File: config.mk
export PLATFORM = sky130hd
export DESIGN_NAME = seed_sequencer_flat
export DESIGN_NICKNAME = d
export VERILOG_FILES = /design/src/rtl/seed_pkg.sv /design/src/rtl/seed_sequencer_if.sv /design/src/rtl/seed_step_unit.sv /design/src/rtl/seed_sequencer.sv /design/src/flat_wrapper.sv
export SDC_FILE = /design/constraint.sdc
export NUM_CORES = 1
export LEC_CHECK = 0
export ABC_CLOCK_PERIOD_IN_PS = 5600
export BUFFER_PORTS_ARGS = -buffer_cell sky130_fd_sc_hd__buf_2
export CORE_MARGIN = 10
export CORE_UTILIZATION = 60
export DETAILED_ROUTE_END_ITERATION = 10
export PLACE_DENSITY = 0.92
export SLEW_MARGIN = 15
export SYNTH_ARGS = -nofsm -noshare
export SYNTH_HDL_FRONTEND = slang
export SYNTH_HIERARCHICAL = 1
export SYNTH_SLANG_ARGS = --single-unit
File: constraint.sdc
create_clock -name clk -period 5.6 [get_ports clk]
set_input_delay 0.84 -clock clk [delete_from_list [all_inputs] [get_ports clk]]
set_output_delay 0.84 -clock clk [all_outputs]
set_load 0.01 [all_outputs]
File: src/rtl/seed_pkg.sv
// Shared types for the seed sequencer: FSM state and advance-mode encodings.
package seed_pkg;

   typedef enum logic {
      IDLE = 1'b0,
      RUN  = 1'b1
   } state_e;

   typedef enum logic [1:0] {
      ROT_L = 2'd0,
      ROT_R = 2'd1,
      LFSR  = 2'd2,
      HOLD  = 2'd3
   } mode_e;

endpackage

File: src/rtl/seed_sequencer_if.sv
// Control/status bundle of the seed sequencer.
//   master: drives seed, load, step, run, mode, period; observes status
//   slave : the sequencer; drives shift_seed, update, running, is_zero
interface seed_sequencer_if
   import seed_pkg::*;
#(
   parameter int unsigned WIDTH = 64,
   parameter int unsigned DIV_W = 8
);

   logic [WIDTH-1:0] seed;
   logic             load;
   logic             step;
   logic             run;
   mode_e            mode;
   logic [DIV_W-1:0] period;
   logic [WIDTH-1:0] shift_seed;
   logic             update;
   logic             running;
   logic             is_zero;

   modport master (
      output seed, load, step, run, mode, period,
      input  shift_seed, update, running, is_zero
   );

   modport slave (
      input  seed, load, step, run, mode, period,
      output shift_seed, update, running, is_zero
   );

endinterface

File: src/rtl/seed_step_unit.sv
// Combinational advance function of the seed register.
//   s      : current state
//   mode   : ROT_L / ROT_R / LFSR / HOLD
//   next_c : advanced state
module seed_step_unit
   import seed_pkg::*;
#(
   parameter int unsigned        WIDTH = 64,
   parameter logic [WIDTH-1:0]   TAPS  = WIDTH'(64'hD800_0000_0000_0000)
) (
   input  logic [WIDTH-1:0] s,
   input  mode_e            mode,
   output logic [WIDTH-1:0] next_c
);

   always_comb begin
      next_c = s;
      case (mode)
         ROT_L: next_c = {s[WIDTH-2:0], s[WIDTH-1]};
         ROT_R: next_c = {s[0], s[WIDTH-1:1]};
         LFSR: begin
            // The all-zero state is an LFSR lockup; escape it to 1.
            if (s == '0) next_c = WIDTH'(1);
            else         next_c = (s >> 1) ^ (s[0] ? TAPS : '0);
         end
         HOLD:    next_c = s;
         default: next_c = s;
      endcase
   end

endmodule

File: src/rtl/seed_sequencer.sv
// Seed register with load, single-step and free-running timed advance.
//   clk, reset : clock, asynchronous active-high reset
//   bus        : seed_sequencer_if.slave (seed/load/step/run/mode/period in;
//                shift_seed/update/running/is_zero out, all registered)
module seed_sequencer
   import seed_pkg::*;
#(
   parameter int unsigned      WIDTH = 64,
   parameter int unsigned      DIV_W = 8,
   parameter logic [WIDTH-1:0] TAPS  = WIDTH'(64'hD800_0000_0000_0000)
) (
   input  logic             clk,
   input  logic             reset,
   seed_sequencer_if.slave  bus
);

   state_e           state_q, state_d;
   logic [DIV_W-1:0] cnt_q, cnt_d;
   logic [WIDTH-1:0] shift_q, shift_d;
   logic [WIDTH-1:0] adv_c;
   logic             step_q;
   logic             armed_q;
   logic             update_q, update_d;
   logic             running_q;
   logic             is_zero_q;
   logic             do_load, do_adv;
   logic             step_edge;

   // armed_q masks the first cycle after reset so a step held high across
   // reset release is not seen as an edge.
   assign step_edge = bus.step & ~step_q & armed_q;

   seed_step_unit #(
      .WIDTH (WIDTH),
      .TAPS  (TAPS)
   ) u_step (
      .s      (shift_q),
      .mode   (bus.mode),
      .next_c (adv_c)
   );

   // State and output registers.
   always_ff @(posedge clk or posedge reset) begin
      if (reset) begin
         state_q   <= IDLE;
         cnt_q     <= '0;
         shift_q   <= '0;
         step_q    <= 1'b0;
         armed_q   <= 1'b0;
         update_q  <= 1'b0;
         running_q <= 1'b0;
         is_zero_q <= 1'b1;
      end else begin
         state_q   <= state_d;
         cnt_q     <= cnt_d;
         shift_q   <= shift_d;
         step_q    <= bus.step;
         armed_q   <= 1'b1;
         update_q  <= update_d;
         running_q <= (state_d == RUN);
         is_zero_q <= (shift_d == '0);
      end
   end

   // Next state, period timer and update selection (load > step > timer).
   always_comb begin
      state_d = state_q;
      cnt_d   = cnt_q;
      do_load = 1'b0;
      do_adv  = 1'b0;
      case (state_q)
         IDLE: begin
            if (bus.load)      do_load = 1'b1;
            else if (step_edge) do_adv = 1'b1;
            if (bus.run && !bus.load) begin
               state_d = RUN;
               cnt_d   = bus.period;
            end
         end
         RUN: begin
            if (!bus.run) begin
               state_d = IDLE;
               cnt_d   = '0;
               do_load = bus.load;
            end else if (bus.load) begin
               do_load = 1'b1;
               cnt_d   = bus.period;
            end else if (cnt_q == '0) begin
               do_adv = 1'b1;
               cnt_d  = bus.period;
            end else begin
               cnt_d = cnt_q - DIV_W'(1);
            end
         end
         default: begin
            state_d = IDLE;
            cnt_d   = '0;
         end
      endcase

      if (do_load)     shift_d = bus.seed;
      else if (do_adv) shift_d = adv_c;
      else             shift_d = shift_q;

      // A HOLD advance leaves the value unchanged, so it is not announced.
      update_d = do_load | (do_adv & (bus.mode != HOLD));
   end

   assign bus.shift_seed = shift_q;
   assign bus.update     = update_q;
   assign bus.running    = running_q;
   assign bus.is_zero    = is_zero_q;

endmodule

File: src/flat_wrapper.sv
// flat-port wrapper written by rule: the top's interface ports become plain ports
module seed_sequencer_flat import seed_pkg::*;
#(
   parameter int unsigned      WIDTH = 64,
   parameter int unsigned      DIV_W = 8,
   parameter logic [WIDTH-1:0] TAPS  = WIDTH'(64'hD800_0000_0000_0000)
)
  (clk, reset, bus_seed, bus_load, bus_step, bus_run, bus_mode, bus_period, bus_shift_seed, bus_update, bus_running, bus_is_zero);
  seed_sequencer_if #(.WIDTH(WIDTH), .DIV_W(DIV_W)) bus_i ();
  input  logic clk;
  input  logic reset;
  input wire logic [$bits(bus_i.seed)-1:0] bus_seed;
  input wire logic [$bits(bus_i.load)-1:0] bus_load;
  input wire logic [$bits(bus_i.step)-1:0] bus_step;
  input wire logic [$bits(bus_i.run)-1:0] bus_run;
  input wire logic [$bits(bus_i.mode)-1:0] bus_mode;
  input wire logic [$bits(bus_i.period)-1:0] bus_period;
  output wire logic [$bits(bus_i.shift_seed)-1:0] bus_shift_seed;
  output wire logic [$bits(bus_i.update)-1:0] bus_update;
  output wire logic [$bits(bus_i.running)-1:0] bus_running;
  output wire logic [$bits(bus_i.is_zero)-1:0] bus_is_zero;
  assign bus_i.seed = bus_seed;
  assign bus_i.load = bus_load;
  assign bus_i.step = bus_step;
  assign bus_i.run = bus_run;
  assign bus_i.mode = bus_mode;
  assign bus_i.period = bus_period;
  assign bus_shift_seed = bus_i.shift_seed;
  assign bus_update = bus_i.update;
  assign bus_running = bus_i.running;
  assign bus_is_zero = bus_i.is_zero;
  seed_sequencer #(.WIDTH(WIDTH), .DIV_W(DIV_W), .TAPS(TAPS)) u_core (.clk(clk), .reset(reset), .bus(bus_i));
endmodule
==> summary.md <==
| Metric | Value |
|---|---|
| Area occupied by multi-input gates | 0.00379 sq mm |
| Crit path cell chain | buf_2 -> buf_4 -> and3b_1 -> nand4_1 -> buf_4 -> nand2_1 -> a211o_1 -> a2111o_1 -> nor4_1 -> and4_1 |
| DP HPWL | 14.0 mm |
| Element type at the critical path end | flip-flop |
| Slowest CP cell | buf_4 |
| Finished Layout Cells | 966 |
| CP endpoint | u_core/bus.is_zero$_DFF_PP1_ |
| Crit-path leading delay family | simple AND/OR/NAND/NOR gates |
| Async SR Flop Fraction | 100% |
| Status | finished, final reports clean |
| CTS tree | yes |
| Synth Flop Type | dfrtp_1 |
| Initial antenna violation count | 0 |
| Core area | 0.0102 sq mm |
| Max-Cap Viols | 0 |
| HP Class | flip-flop to flip-flop |
| Worst path most repeated cell | buf_4 |
| Drt first-iter violations | 1,202 |
| Antenna viol nets, final | 0 |
| FILL cells | 815 |
| Met3 Use GR | 7.77% |
| Critical Path AT | 4.50 ns |
| DRC | 0 |
| GR peak layer | met2 |
| Number of I/O port buffers | 145 |
| Synth warn | 6 |
| F_max | 0.238 GHz |
| Cells after synthesis | 738 |
| Reg-to-reg endpoint | u_core/bus.is_zero$_DFF_PP1_ |
| Post-synthesis register bit count | 77 |
| Worst R2R Setup Slack | 1.90 ns |
| RSZ-0062 raised after global routing | no |
| Final setup viols | 0 |
| Mapped Avg Cell Area | 8.41 sq um |
| Post-Place Cells | 950 |
| Sequential area share after synthesis | 31.1% |
| Worst R2R Start | u_core/bus.running$_DFF_PP0_ |
| Via density | 7.02 |
| Setup TNS | 0 ns |
| First-pass GRT wire length | 32.0 mm |
| Number of synthesized flops with an enable pin | 0 |
| Netlist cell types | 48 |
| Fin. max-slew vios | 0 |
| Met2 Usage GRT | 39.3% |
| Post-CTS Resized | 0 |
| Die area | 0.0148 sq mm |
| Final WL | 20.6 mm |
| Die width | 122 microns |
| CP startpoint kind | primary input |
| H-tree levels | 3 |
| Layout cells sized above 1 | 28.0% |
| Max Root-Sink Buffers | 2 |
| Antenna fix cells | 0 |
| Buf/Inv on CP | 3 |
| Final min period | 4.19 ns |
| Io pins | 146 |
| Vias | 6,783 |
| Hold Fails Final Rpt | 0 |
| Synth Cell Area | 0.00620 sq mm |
| CP max stage delay | 0.63 ns |
| Crit share post-route | 74.9% |
| Clock tree sinks | 77 |
| Nets | 906 |
| Via count of the first global-routing pass | 6,173 |
| DP Area | 0.00680 sq mm |
| Largest net degree at the start of global routing | 104 |
| Avg WL per Cell | 21.3 microns |
| Clk pin slew, worst setup/hold paths | 0.08 ns |
| Slew @ Worst Pin | 1.21 ns |
| WS Path Type | primary input to flip-flop |
| Syn Nets | 819 |
| CP Depth | 10 |
| Met1 Usage GRT | 33.6% |
| Most frequent cells in the layout | buf_2, o21ai_0, dfrtp_1 |
| Skew final | 0.0121 ns |
| Die height | 122 microns |
| Worst skew pair latency | 0.36 ns |
| CTS Buf Count | 9 |
| Worst-path fanout max | 83 |
| R2r worst-path depth | 9 |
| Cts hold-fix bufs | 0 |
| Post-CTS Setup Bufs | 0 |
| Commonest non-fill, non-tap cell in the layout | buf_2 |
| CP startpoint | bus_load |
| P&R area growth vs syn | 12.9% |
| Total gr overflow | 0 |
| Power Density | 237 mW/mm^2 |
| Row count | 37 |
| DR pass1 iterations | 6 |
| Normalized max-slew margin | 19.5% |
| All-Layer GR Usage | 26.5% |
| Root Buffer | clkbuf_8 |
| Peak VDD IR | 0.123 mV |
| Initial Util | 60.9% |
| Sequential cell area | 0.00193 sq mm |
| Fin area | 0.00700 sq mm |
| Leakage Power | 2.72 nW |
| Routability cong. | 0.919 |
| CP required | 5.91 ns |
## logic make-up (layout without fill, tap and decap cells)
family | count (synthesis) | in the layout | share of synthesized area, %
AOI/OAI and AO/OA | 395 | 395 | 43.9
and+or+nand+nor | 148 | 148 | 14.4
buffers and inverters | 104 | 196 | 7.80
DFF | 77 | 77 | 31.1
muxes | 8 | 8 | 1.90
xor gates and xnor gates | 3 | 3 | 0.424
adders and majority gates | 2 | 2 | 0.403
other | 1 | 1 | 0.0604
## per-stage QoR
stage                     util, %  setup slack (ns)  hold slack (ns)  power, mW
after floorplan                 -              2.69            0.494       1.02
after global placement       66.7              1.29            0.518       1.17
after detailed placement     66.7              1.15            0.541       1.19
after CTS                    68.8              1.54            0.565       1.65
after global routing         68.8              1.22            0.584       1.74
final                        68.8              1.41            0.565       1.66
## layer usage
layer,vias to the layer above,share of wire (%)
li1,3027,-
met1,3190,38
met2,491,45
met3,75,12
met4,0,4.6
met5,-,0
## synth_stat cells (all sizes together), types with 7 or more instances
cell       n  share of area, %
o21ai    128                10
dfrtp     76                31
nand2b    63               6.4
a31o      61               8.6
o211ai    60               7.3
a21boi    54               6.5
clkbuf    42               2.5
buf       35               3.6
o22a      34               4.8
inv       27               1.6
nor4      22               2.4
o22ai     22               2.2
nor2      21               1.3
a21oi     15               1.2
nand2      9              0.54
o2111ai    7              0.99
## worst min-delay path by stage
stage | startpoint | end | cells after the start
final | u_core/cnt_q[3]$_DFFE_PP0P_ | u_core/cnt_q[3]$_DFFE_PP0P_ | 2
after floorplan | u_core/cnt_q[3]$_DFFE_PP0P_ | u_core/cnt_q[3]$_DFFE_PP0P_ | 2
after CTS | u_core/cnt_q[3]$_DFFE_PP0P_ | u_core/cnt_q[3]$_DFFE_PP0P_ | 2
after global placement | u_core/cnt_q[3]$_DFFE_PP0P_ | u_core/cnt_q[3]$_DFFE_PP0P_ | 2
after global routing | bus_step | u_core/step_q$_DFF_PP0_ | 1
after detailed placement | u_core/cnt_q[3]$_DFFE_PP0P_ | u_core/cnt_q[3]$_DFFE_PP0P_ | 2
## layout make-up
cell class | instances | area share [%]
Timing Repair Buffer | 153 | 11.5
Inverter | 27 | 1.45
Clock buffer | 11 | 1.88
Tap cell | 136 | 2.43
Clock inverter | 5 | 1.07
Sequential cell | 77 | 27.5
Multi-Input combinational cell | 557 | 54.2
## registers in the layout (all words and copies together), names as in the netlist
name / flops
u_core/bus.update: 1
u_core/bus.is_zero: 1
u_core/bus.running: 1
u_core/armed_q: 1
u_core/bus.shift_seed: 64
u_core/step_q: 1
u_core/cnt_q: 8
## worst register-to-register path, cell delays in order (launching register included)
cell	delay, ns
dfrtp_1	0.47
nor4b_2	0.30
nand2_2	0.65
buf_4	0.53
buf_4	0.26
a31o_1	0.24
o22a_1	0.17
or4_1	0.53
nor4_1	0.26
and4_1	0.23
## power by group
group	total [mW]	switching [mW]	leakage, nW	internal [mW]
clock network	0.464	0.215	0.107	0.249
logic	0.477	0.261	1.73	0.217
registers	0.716	0.104	0.876	0.612
total	1.66	0.579	2.72	1.08
Note: power is estimated with default switching activity, not from simulation.
